<file path="config.mk">
export PLATFORM = sky130hd
export DESIGN_NAME = clock_controller
export DESIGN_NICKNAME = d
export VERILOG_FILES = /design/src/rtl/clock_pkg.sv /design/src/rtl/bcd_mod_counter.sv /design/src/rtl/clock_controller.sv
export SDC_FILE = /design/constraint.sdc
export NUM_CORES = 1
export LEC_CHECK = 0
export CORE_UTILIZATION = 50
export CTS_CLUSTER_DIAMETER = 60
export CTS_CLUSTER_SIZE = 20
export DETAILED_ROUTE_END_ITERATION = 12
export PLACE_DENSITY_LB_ADDON = 0.15
export SLEW_MARGIN = 10
export SYNTH_ARGS = -nofsm -noshare
export SYNTH_HDL_FRONTEND = slang
export SYNTH_SLANG_ARGS = --single-unit
</file>
<file path="constraint.sdc">
create_clock -name ctrl_clock -period 5.6 [get_ports ctrl_clock]
set_input_delay 0.56 -clock ctrl_clock [delete_from_list [all_inputs] [get_ports ctrl_clock]]
set_output_delay 0.56 -clock ctrl_clock [all_outputs]
set_load 0.005 [all_outputs]
</file>
<file path="src/rtl/clock_pkg.sv">
// ---------------------------------------------------------------------------
// clock_pkg
// Shared types and constants for the wall-clock timekeeping controller.
//   ctrl_state_t : mode machine states (RUN, SET_HOUR, SET_MIN)
//   HOUR_MAX     : last hour value before wrap (BCD 23)
//   MIN_MAX      : last minute value before wrap (BCD 59)
//   SEC_MAX      : last second value before wrap (BCD 59)
// ---------------------------------------------------------------------------
package clock_pkg;

   typedef enum logic [1:0] {
      RUN      = 2'd0,
      SET_HOUR = 2'd1,
      SET_MIN  = 2'd2
   } ctrl_state_t;

   localparam logic [7:0] HOUR_MAX = 8'h23;
   localparam logic [7:0] MIN_MAX  = 8'h59;
   localparam logic [7:0] SEC_MAX  = 8'h59;

endpackage

</file>
<file path="src/rtl/bcd_mod_counter.sv">
// ---------------------------------------------------------------------------
// bcd_mod_counter
// Two-digit BCD counter that wraps to 00 after reaching a programmable
// two-digit BCD maximum.
//   clock : rising-edge clock
//   reset : asynchronous active-low reset, clears value to 00
//   clear : synchronous clear to 00 (wins over inc)
//   inc   : advance by one on this edge
//   max   : BCD value after which the counter wraps to 00
//   value : registered BCD count {tens, units}
//   carry : combinational, high when inc is asserted and value == max
// ---------------------------------------------------------------------------
module bcd_mod_counter
   import clock_pkg::*;
(
   input  logic       clock,
   input  logic       reset,
   input  logic       clear,
   input  logic       inc,
   input  logic [7:0] max,
   output logic [7:0] value,
   output logic       carry
);

   logic [7:0] value_q;
   logic [7:0] value_d;

   // The wrap test compares the whole two-digit BCD value, so the units digit
   // only ever steps 0..9 and tens only advances on a units 9->0 step.
   always_comb begin
      value_d = value_q;
      if (clear) begin
         value_d = 8'h00;
      end else if (inc) begin
         if (value_q == max) begin
            value_d = 8'h00;
         end else if (value_q[3:0] == 4'd9) begin
            value_d = {value_q[7:4] + 4'd1, 4'd0};
         end else begin
            value_d = {value_q[7:4], value_q[3:0] + 4'd1};
         end
      end
   end

   always_ff @(posedge clock or negedge reset) begin
      if (!reset) begin
         value_q <= 8'h00;
      end else begin
         value_q <= value_d;
      end
   end

   assign value = value_q;
   assign carry = inc && (value_q == max);

endmodule

</file>
<file path="src/rtl/clock_controller.sv">
// ---------------------------------------------------------------------------
// clock_controller
// BCD hours/minutes/seconds timekeeper with a RUN / SET_HOUR / SET_MIN mode
// machine and a blink flag for the display multiplexer.
//   BLINK_EN   : 1 lets the field being set blink; 0 holds ctrl_blank at 0
//   ctrl_clock : system clock
//   ctrl_reset : asynchronous active-low reset
//   ctrl_tick  : 1 Hz enable pulse
//   ctrl_mode  : mode button pulse (RUN -> SET_HOUR -> SET_MIN -> RUN)
//   ctrl_inc   : increment button pulse (active in SET states only)
//   ctrl_hour  : BCD hours 00-23
//   ctrl_min   : BCD minutes 00-59
//   ctrl_sec   : BCD seconds 00-59
//   ctrl_state : current mode (0 RUN, 1 SET_HOUR, 2 SET_MIN)
//   ctrl_blank : 1 = blank the selected field this half-period
// ---------------------------------------------------------------------------
module clock_controller
   import clock_pkg::*;
#(
   parameter bit BLINK_EN = 1'b1
) (
   input  logic       ctrl_clock,
   input  logic       ctrl_reset,
   input  logic       ctrl_tick,
   input  logic       ctrl_mode,
   input  logic       ctrl_inc,
   output logic [7:0] ctrl_hour,
   output logic [7:0] ctrl_min,
   output logic [7:0] ctrl_sec,
   output logic [1:0] ctrl_state,
   output logic       ctrl_blank
);

   ctrl_state_t state_q, state_d;
   logic        blink_q, blink_d;
   logic        blank_q;

   logic sec_inc, min_inc, hour_inc, sec_clr;
   logic sec_carry, min_carry, hour_carry;
   logic in_run, in_set_hour, in_set_min;

   assign in_run      = (state_q == RUN);
   assign in_set_hour = (state_q == SET_HOUR);
   assign in_set_min  = (state_q == SET_MIN);

   // In RUN the tick is honoured even when mode arrives in the same cycle.
   // In SET states mode wins over inc, and nothing carries between fields.
   assign sec_inc  = in_run && ctrl_tick;
   assign min_inc  = in_run ? sec_carry : (in_set_min && ctrl_inc && !ctrl_mode);
   assign hour_inc = in_run ? min_carry : (in_set_hour && ctrl_inc && !ctrl_mode);
   assign sec_clr  = in_set_min && ctrl_mode;

   bcd_mod_counter u_sec (
      .clock (ctrl_clock),
      .reset (ctrl_reset),
      .clear (sec_clr),
      .inc   (sec_inc),
      .max   (SEC_MAX),
      .value (ctrl_sec),
      .carry (sec_carry)
   );

   bcd_mod_counter u_min (
      .clock (ctrl_clock),
      .reset (ctrl_reset),
      .clear (1'b0),
      .inc   (min_inc),
      .max   (MIN_MAX),
      .value (ctrl_min),
      .carry (min_carry)
   );

   // Hours wrap 23 -> 00 silently; the carry out is intentionally unused.
   bcd_mod_counter u_hour (
      .clock (ctrl_clock),
      .reset (ctrl_reset),
      .clear (1'b0),
      .inc   (hour_inc),
      .max   (HOUR_MAX),
      .value (ctrl_hour),
      .carry (hour_carry)
   );

   always_comb begin
      state_d = state_q;
      blink_d = blink_q;
      case (state_q)
         RUN: begin
            blink_d = 1'b0;
            if (ctrl_mode) state_d = SET_HOUR;
         end
         SET_HOUR: begin
            if (ctrl_mode)      state_d = SET_MIN;
            else if (ctrl_tick) blink_d = !blink_q;
         end
         SET_MIN: begin
            if (ctrl_mode)      state_d = RUN;
            else if (ctrl_tick) blink_d = !blink_q;
         end
         default: begin
            state_d = RUN;
            blink_d = 1'b0;
         end
      endcase
      // Any mode change starts the new field in the visible phase.
      if (state_d != state_q) blink_d = 1'b0;
   end

   always_ff @(posedge ctrl_clock or negedge ctrl_reset) begin
      if (!ctrl_reset) begin
         state_q <= RUN;
         blink_q <= 1'b0;
         blank_q <= 1'b0;
      end else begin
         state_q <= state_d;
         blink_q <= blink_d;
         // Registered copy of the display flag so the output has no
         // combinational path from the state decode.
         blank_q <= BLINK_EN && (state_d != RUN) && blink_d;
      end
   end

   assign ctrl_state = state_q;
   assign ctrl_blank = blank_q;

   logic unused_hour_carry;
   assign unused_hour_carry = hour_carry;

endmodule

</file>
* Word level (Yosys, flattened, before mapping)
Index checks and enable logic that the tools add are counted.
Word-level totals: latch bits 0, memories 0, bits in writable memories 0, bits in registers 28, word-level logic and storage cells 63, output and inout bits 27, memory bits (read-only) 0, input bits 5
Operators by class: shifts and indexed selects 0, reductions and logical operators 21, add/subtract/negate cells 6, multiplexer cells 18, equality and inequality tests 9, divide/modulo/power cells 0, bitwise logic cells 0, order comparisons 0, multipliers 0
Operators by type and width (number):
- 2-to-1 mux 8 bit | 8
- adder 4 x 1 -> 4 bit (second input constant) | 6
- == test 8 x 7 -> 1 bit (second input constant) | 2
- == test 4 bit (second input constant) | 3
- logical AND 1 bit | 9
- == test 8 x 6 -> 1 bit (second input constant) | 1
- nonzero test 2 bit | 4
- 2-to-1 mux 1 bit | 6
- 2-to-1 mux 2 bit | 3
- case mux 2 bit (3 select lines) | 1
- AND reduction 2 bit | 3
- nonzero test 3 bit | 1
- == test 2 x 1 -> 1 bit (second input constant) | 1
- == test 2 bit (second input constant) | 1
- zero test 1 bit | 2
- zero test 2 bit | 1
- inequality test 2 bit | 1
- OR reduction 2 bit | 1

* Longest topological paths before layout
Gate-level depths: netlist of run 1.
depth after elaboration 7, mapped depth 9, mapped depth without buffers 7

* Hierarchy
A second synthesis of run 1 with hierarchy kept.
Unflattened totals: cells, all modules 243, area, all modules 2102.0 µm²
By module, submodules not included:
- bcd_mod_counter | area each 588.1 µm², instances 3, cells each 67, sequential area each 200.2 µm²
- clock_controller | area each 337.8 µm², instances 1, cells each 42, sequential area each 100.1 µm²

* Worst setup path before layout of run 1
OpenSTA, ideal clock, no wires.
path type reg2reg, start register state_q[0], in the netlist ctrl_state[0], end register u_hour.value_q[3], in the netlist u_hour.value[3], arrival time 2.014 ns, data required time 5.531 ns, slack 3.517 ns, buffers on the path 1, period minus slack after synthesis 2.083 ns, library setup time 0.069 ns, cell stages (with the launch flop) 9, cell sequence dfrtp_1 -> inv_1 -> ha_1 -> buf_2 -> and4bb_2 -> a41oi_4 -> o21a_1 -> or4b_1 -> nand3_1
On the way: longest elaborated chain between the ends 6, elaborated cells between the ends (all ways) 12, classes of those cells 2 x eq/ne; 2 x mux; 8 x reduce/logical
Ends and longest elaborated chain:
- start: declaration | line clock_controller.sv:34 | ctrl_state_t state_q, state_d;
- start signal: assignment | line clock_controller.sv:115 | state_q <= state_d;
- == test 2 bit or zero test 2 bit (tied branches) | line clock_controller.sv:44, clock_controller.sv:42
- logical AND 1 bit, on equally long branches | line clock_controller.sv:49, clock_controller.sv:48
- logical AND 1 bit, on equally long branches | line clock_controller.sv:49, bcd_mod_counter.sv:54
- 2-to-1 mux 1 bit | line clock_controller.sv:49 | assign min_inc = in_run ? sec_carry : (in_set_min && ctrl_inc && !ctrl_mode);
- logical AND 1 bit | line bcd_mod_counter.sv:54 | assign carry = inc && (value_q == max);
- 2-to-1 mux 1 bit * | line clock_controller.sv:50 | assign hour_inc = in_run ? min_carry : (in_set_hour && ctrl_inc && !ctrl_mode);
- end signal: assignment | line bcd_mod_counter.sv:49 | value_q <= value_d;
- end: declaration | line bcd_mod_counter.sv:25 | logic [7:0] value_q;
Every way passes the cells marked *; elsewhere a longest branch is shown, timed or not. A chain may end at the register's enable or synchronous reset.

* Final worst setup path of run 1
Ends and elaborated chain as after synthesis.

==> metrics.csv, run 1 <==
metric;value;unit
Hold WC Path Type;flip-flop to flip-flop;
Worst EP required;5.87;ns
crit share post-route;43.1;%
synth unique cells;34;
total number of vias;1357;
maxcap violations;0;
post-route ant nets;0;
Fillers;254;
Initial Util;53.4;%
# diodes;0;
Crit Path Class;flip-flop to flip-flop;
Worst setup EP type;flip-flop;
Pwr Density;370;nW/um2
cts hold-fix bufs;0;
die height;59.3;um
commonest non-fill, non-tap cell in the layout;clkdlybuf4s50_1;
Mapped Area;1640;um2
CTS-repair resized insts;0;
Final Hold Fails;0;
final setup fails;0;
Crit Path Max Fanout;13;
Yosys reg bits;28;
final std cells w/o fill;250;
first-pass GRT wire length;5710;um
Critical Path AT;2.68;ns
input/output buffers;31;
DP Wirelength;2440;um
Leak Pwr;0.891;nW
post-synth top area cell;dfrtp_1;
Sink Count;28;
width of the die;59.3;um
Clk Latency, worst-skew pair;0.33;ns
peak supply drop;0.231;mV
slew margin rel.;75.5;%
RSZ-0062 raised after global routing;false;
DRC viols;0;
reg2reg path depth;7;
largest net degree at the start of global routing;29;
Hold Path Cell Cnt;1;
vias per inst;5.43;
Post-layout nets;228;
most frequent cells in the layout;clkdlybuf4s50_1, dfrtp_1, nor2_1, o21ai_0, ha_1;
core box area;3080;um2
fraction of registers with async set/reset;100;%
GRT overflow;0;
Top FF cell, synth;dfrtp_1;
share of cells above drive strength 1;5.34;%
placed instance area;1980;um2
hold endpoint;u_hour.value[7];
full die area;3520;um2
Min-Delay Startpoint;u_hour.value[7];
outcome;complete, no violations;
reg2reg end;u_hour.value[3];
clock skew;0.0147;ns
cell count after synthesis;176;
vias in the first global route;1290;
GRT Overall Usage;21.6;%
Post-CTS Setup Inserts;0;
Area contributors post-synth;dfrtp_1, ha_1, o21ai_0, nor2_1, a21oi_1;
Final min period;2.41;ns
CTS tree;yes;
sequential area share after synthesis;42.6;%
maximum clock path buffer count;2;
Syn. warnings;0;
TritonCTS Buffers;3;
initial antenna violation count;0;
Slew Limit Fails;0;
dpl cells;246;
DR iter-0 viols;59;
Synth-to-Final Area Change;23.9;%
total wire length;3300;um
Fmax;414;MHz
reg2reg start;ctrl_state[0];
setup TNS;0;ns
startpoint class of the critical path;flip-flop;
IO Pins;32;
CTS H-tree depth;1;
row count;20;
Worst Tran Pin Value;0.367;ns
clock slew at reported path FFs;0.15;ns
routability cong.;0.824;
EDFF count, synth;0;
Avg Cell Area, Syn;9.34;um2
r2r setup slk;3.19;ns
final instance area;2040;um2
Routed WL per cell;13.2;um
Root Buffer;clkbuf_4;
Synth top area share;42.6;%
syn_nets;197;
drt first pass iters;4;
[area by class of cell]
class | count | area (um2) | share of cell area, %
Tap cell | 44 | 55.1 | 2.70
Sequential cell | 28 | 701 | 34.4
Multi-Input combinational cell | 130 | 866 | 42.5
Timing Repair Buffer | 32 | 318 | 15.6
Clock buffer | 3 | 22.5 | 1.11
Clock inverter | 1 | 30.0 | 1.47
Inverter | 12 | 45.0 | 2.21
[state kept, by name, summed over array words and instances, names as in the netlist]
name          cells
u_min.value       8
ctrl_state        2
u_hour.value      8
blink_q           1
ctrl_blank        1
u_sec.value       8
[cells in the mapped netlist, types with 3 or more instances]
cell type  number
a21o_1          3
and3b_1         5
a21oi_1        11
nor2_1         17
nand3_1         9
xnor2_1         3
ha_1           16
nand2_1        13
inv_1          12
nor3_1         11
nand2b_1        3
o21ai_0        16
dfrtp_1        28
[metal layers]
metal / vias up / global-route usage (%) / share of wire (%)
met5: - / 0 / 0
li1: 675 / - / -
met3: 8 / 2.40 / 2.9
met2: 24 / 38.4 / 53
met1: 650 / 27.2 / 43
met4: 0 / 6.80 / 1.6
[how the worst max path moves through the flow]
| stage | start | slack [ns] | to | cells past startpoint |
|---|---|---|---|---|
| floorplan | ctrl_state[0] | 3.52 | u_hour.value[3] | 8 |
| global route | ctrl_state[0] | 3.00 | u_hour.value[4] | 7 |
| global placement | ctrl_mode | 3.08 | u_hour.value[3] | 6 |
| finish | ctrl_state[0] | 3.19 | u_hour.value[3] | 7 |
| CTS | ctrl_state[0] | 3.18 | u_hour.value[3] | 7 |
| detailed placement | ctrl_mode | 3.00 | u_hour.value[3] | 6 |
[per-stage QoR]
| stage | hold slack (ns) | worst slack, ns | util (%) | total power [W] |
|---|---|---|---|---|
| 2_1_floorplan | 0.264 | 3.52 | - | 0.000478 |
| 3_3_place_gp | 0.504 | 3.08 | 64.5 | 0.000605 |
| 3_5_place_dp | 0.512 | 3.00 | 64.5 | 0.000622 |
| 4_1_cts | 0.532 | 3.18 | 66.2 | 0.000759 |
| 5_1_grt | 0.570 | 3.00 | 66.2 | 0.000815 |
| 6_report | 0.530 | 3.19 | 66.2 | 0.000754 |
[logic make-up (layout without fill, tap and decap cells)]
logic type	count (synthesis)	count (layout)	synth area share, %
multiplexers	1	1	0.685
AND/OR/NAND/NOR	72	72	23.4
buffers and inverters	18	48	4.72
XOR/XNOR	3	3	1.60
AO/OA/AOI/OAI	38	38	14.8
flip-flops	28	28	42.6
adder cells (fa/ha/maj)	16	16	12.2
[worst max-delay path: stages (launching register included)]
cell and delay [ns]:
dfrtp_1 0.46, inv_1 0.11, ha_1 0.34, and4bb_2 0.38, a41oi_4 0.07, o21a_1 0.37, or4b_1 0.53, nand3_1 0.09
[power breakdown]
group	total, W	switching (W)	internal, W	leakage [nW]
registers	0.000317	0.0000687	0.000249	0.370
logic	0.000303	0.000140	0.000163	0.493
clock network	0.000134	0.0000613	0.0000724	0.0279
Note: power is estimated with default switching activity, not from simulation.
==> run 2: changes to the inputs <==
==> constraint.sdc (replaced) <==
create_clock -name ctrl_clock -period 2.4 [get_ports ctrl_clock]
set_input_delay 0.24 -clock ctrl_clock [delete_from_list [all_inputs] [get_ports ctrl_clock]]
set_output_delay 0.24 -clock ctrl_clock [all_outputs]
set_load 0.005 [all_outputs]
==> run 2 against run 1 <==
  * Combinational power grew 130%
  * First-iteration DRC count shrank 5.1%
  * Critical path type unchanged
  * Largest power group unchanged
  * Wire length shrank 4.9%
  * Register-to-register slack lost 3.0 ns
  * Clock-buffer cell count is the same
  * Worst setup slack lost 3.0 ns
  * Maximum frequency grew 10%
==> metrics.csv, run 2 (synthesis gave the netlist of run 1 again) <==
metric;value;unit
final setup fails;0;
Worst setup EP type;flip-flop;
input/output buffers;31;
vias in the first global route;1282;
CTS tree;yes;
commonest non-fill, non-tap cell in the layout;clkdlybuf4s50_1;
setup TNS;0;ns
TritonCTS Buffers;3;
total number of vias;1347;
Hold WC Path Type;input pin to async pin;
largest net degree at the start of global routing;29;
Routed WL per cell;12.5;um
width of the die;59.3;um
maxcap violations;0;
core box area;3080;um2
row count;20;
Sink Count;28;
r2r setup slk;0.21;ns
RSZ-0062 raised after global routing;false;
Slew Limit Fails;0;
final instance area;2050;um2
CP Cell Sequence;inv_1 -> ha_1 -> and3b_1 -> a41oi_4 -> o21a_2 -> or4b_1 -> nand3_1;
outcome;complete, no violations;
Crit Path Class;flip-flop to flip-flop;
Critical Path AT;2.45;ns
Initial Util;53.4;%
GRT Overall Usage;20.2;%
DR iter-0 viols;56;
full die area;3520;um2
vias per inst;5.35;
drt first pass iters;4;
Worst Tran Pin Value;0.361;ns
clock slew at reported path FFs;0.16;ns
first-pass GRT wire length;5440;um
Worst EP required;2.66;ns
DRC viols;0;
Final min period;2.19;ns
Root Buffer;clkbuf_4;
Pwr Density;854;nW/um2
Post-layout nets;230;
maximum clock path buffer count;2;
worst stage delay on the critical path;0.51;ns
final std cells w/o fill;252;
Fmax;457;MHz
# diodes;0;
total wire length;3140;um
cts hold-fix bufs;0;
most frequent cells in the layout;clkdlybuf4s50_1, dfrtp_1, nor2_1, o21ai_0, ha_1;
initial antenna violation count;0;
DP Wirelength;2320;um
CTS H-tree depth;1;
share of cells above drive strength 1;6.73;%
Leak Pwr;0.901;nW
slowest CP cell;or4b_1;
Buf/Inv on CP;1;
startpoint class of the critical path;flip-flop;
IO Pins;32;
routability cong.;0.818;
slew margin rel.;75.9;%
crit share post-route;91.1;%
die height;59.3;um
clock skew;0.0113;ns
CP delay by family, top;simple AND/OR/NAND/NOR gates;
GRT overflow;0;
post-route ant nets;0;
Post-CTS Setup Inserts;0;
Crit Path Max Fanout;13;
placed instance area;2000;um2
peak supply drop;0.551;mV
Final Hold Fails;0;
Clk Latency, worst-skew pair;0.32;ns
Synth-to-Final Area Change;24.9;%
dpl cells;248;
[run 2: cell type report]
class / count / area, um2
Timing Repair Buffer: 34 / 333
Fill cell: 257 / 1020
Tap cell: 44 / 55.1
Inverter: 12 / 45.0
Clock buffer: 3 / 22.5
Multi-Input combinational cell: 130 / 867
Sequential cell: 28 / 701
Clock inverter: 1 / 30.0
[run 2: final timing paths]
check,end,cells past startpoint,startpoint
max in group asynchronous,u_sec.value[0],2,ctrl_reset
hold reg to reg,u_hour.value[7],1,u_hour.value[7]
setup reg to reg,u_hour.value[3],7,u_sec.value[1]
min in group ctrl_clock,u_hour.value[7],1,u_hour.value[7]
setup / recovery,u_hour.value[3],7,u_sec.value[1]
hold / removal,u_sec.value[1],2,ctrl_reset
[run 2: metal layers]
| layer | track usage (%) | part of all wire (%) |
|---|---|---|
| met5 | 0 | 0 |
| met3 | 2.18 | 2.7 |
| met1 | 26.7 | 47 |
| met2 | 35.0 | 49 |
| met4 | 5.44 | 0.60 |
[run 2: what timing repair did]
action	4_1_cts	5_1_grt
endpoints found under the setup margin	0	1
hold endpoints to repair	0	0
gates resized for setup	0	1
[run 2: stage by stage]
stage	util (%)	hold slack [ns]	power, W	setup slack (ns)
4_1_cts	66.7	0.284	0.00177	0.162
3_5_place_dp	65.0	0.523	0.00145	0.201
3_3_place_gp	65.0	0.502	0.00142	0.290
2_1_floorplan	-	-0.0556	0.00112	0.317
6_report	66.7	0.281	0.00175	0.212
5_1_grt	66.7	0.294	0.00190	0.0561
[run 2: where the power goes]
part	switching, W	internal (W)	total [W]
Sequential	0.000156	0.000580	0.000736
Clock	0.000138	0.000169	0.000306
Combinational	0.000320	0.000391	0.000711
Total	0.000614	0.00114	0.00175
==> run 3: changes to the inputs <==
--- a/config.mk
+++ b/config.mk
@@ -9,7 +9,7 @@
 export CTS_CLUSTER_DIAMETER = 60
 export CTS_CLUSTER_SIZE = 20
 export DETAILED_ROUTE_END_ITERATION = 12
-export PLACE_DENSITY_LB_ADDON = 0.15
+export PLACE_DENSITY_LB_ADDON = 0.2
 export SLEW_MARGIN = 10
 export SYNTH_ARGS = -nofsm -noshare
 export SYNTH_HDL_FRONTEND = slang
==> run 3 against run 2 <==
  * Core utilization about the same
  * Worst setup slack lost 0.049 ns
  * Largest power group unchanged
  * Sequential share of layout area barely moved
  * Largest cell class unchanged
  * Clock-buffer cell count is the same
  * Clock skew barely moved
  * Via count increased by 2.4%
==> metrics.csv, run 3 (synthesis gave the netlist of run 1 again) <==
metric;value;unit
# diodes;0;
outcome;complete, no violations;
DP Wirelength;2480;um
final setup fails;0;
full die area;3520;um2
Pwr Density;871;nW/um2
maxcap violations;0;
largest net degree at the start of global routing;29;
clock slew at reported path FFs;0.16;ns
cts hold-fix bufs;0;
CTS-repair resized insts;0;
Routed WL per cell;13.3;um
multi-input logic area;866;um2
share of cells above drive strength 1;6.25;%
Final Hold Fails;0;
Critical Path AT;2.52;ns
GRT overflow;0;
DRC viols;0;
Worst setup EP type;flip-flop;
core box area;3080;um2
slew margin rel.;75.7;%
vias per inst;5.47;
maximum clock path buffer count;2;
hold slack;0.243;ns
Synth-to-Final Area Change;24.8;%
global route hottest layer;met2;
drt first pass iters;4;
peak supply drop;0.472;mV
CTS H-tree depth;1;
Final min period;2.24;ns
final instance area;2050;um2
Final Core Density;66.7;%
Post-layout nets;230;
Fillers;259;
Sink Count;28;
M1 GR Usage;27.3;%
post-route ant nets;0;
Worst EP required;2.69;ns
reg2reg path depth;7;
sequential cell area;701;um2
Overall Power;0.00179;W
die height;59.3;um
Crit Path Class;flip-flop to flip-flop;
Clk Latency, worst-skew pair;0.35;ns
first-pass GRT wire length;5890;um
clock skew;0.0115;ns
setup TNS;0;ns
most frequent cells in the layout;clkdlybuf4s50_1, dfrtp_1, nor2_1, o21ai_0, ha_1;
Post-CTS Setup Inserts;0;
placed instance area;2000;um2
vias in the first global route;1373;
crit path launch;u_sec.value[1];
reg2reg start;u_sec.value[1];
crit share post-route;93.2;%
Hold WC Path Type;input pin to async pin;
met3 usage;1.97;%
total number of vias;1379;
input/output buffers;31;
commonest non-fill, non-tap cell in the layout;clkdlybuf4s50_1;
met2 Track Usage GR;39.3;%
Initial Util;53.4;%
Slew Limit Fails;0;
IO Pins;32;
Leak Pwr;0.901;nW
Crit Path Max Fanout;13;
Worst Tran Pin Value;0.365;ns
startpoint class of the critical path;flip-flop;
Root Buffer;clkbuf_4;
GRT Overall Usage;22.4;%
initial antenna violation count;0;
CTS tree;yes;
Fmax;447;MHz
width of the die;59.3;um
routability cong.;0.880;
RSZ-0062 raised after global routing;false;
total wire length;3360;um
DR iter-0 viols;84;
row count;20;
TritonCTS Buffers;3;
==> run 3: changes by cell type in the layout (fill, tap and decap cells not counted) <==
cell / previous run / this run
o21a_1: 0 / 1
o21a_2: 1 / 0
==> run 3: final cells by class <==
class | count | share of cell area, %
multi-input cells | 130 | 42.2
flip-flops and latches | 28 | 34.1
repair buffers | 34 | 16.2
well taps | 44 | 2.68
inverters | 12 | 2.20
clock inverters | 1 | 1.46
clock buffers | 3 | 1.10
==> run 3: final timing paths <==
| check | end | slack [ns] |
|---|---|---|
| hold / removal | u_sec.value[1] | 0.24 |
| setup reg to reg | u_hour.value[3] | 0.16 |
| max in group asynchronous | u_sec.value[0] | 1.89 |
| setup / recovery | u_hour.value[3] | 0.16 |
| min in group ctrl_clock | u_hour.value[7] | 0.53 |
| hold reg to reg | u_hour.value[7] | 0.53 |
==> run 3: report_power, final <==
group | internal (W) | switching [W] | total (W)
registers | 0.000580 | 0.000159 | 0.000739
logic | 0.000393 | 0.000338 | 0.000731
clock network | 0.000169 | 0.000149 | 0.000318
total | 0.00114 | 0.000646 | 0.00179
==> run 3: stage by stage <==
step                instances  worst slack [ns]
floorplan                 176             0.317
global placement          248             0.293
detailed placement        248             0.201
CTS                       252             0.157
global route              252            0.0423
finish                    252             0.164
==> run 3: routing by layer <==
layer	wire length (um)	up-vias
li1	-	677
met1	1470	659
met2	1670	33
met3	119	10
met4	100	0
met5	0	-
==> run 3: critical path, cell delays in order (launching register included) <==
cell and delay [ns]:
dfrtp_1 0.45, inv_1 0.07, ha_1 0.15, and3b_1 0.29, a41oi_4 0.22, o21a_1 0.36, or4b_1 0.54, nand3_1 0.09
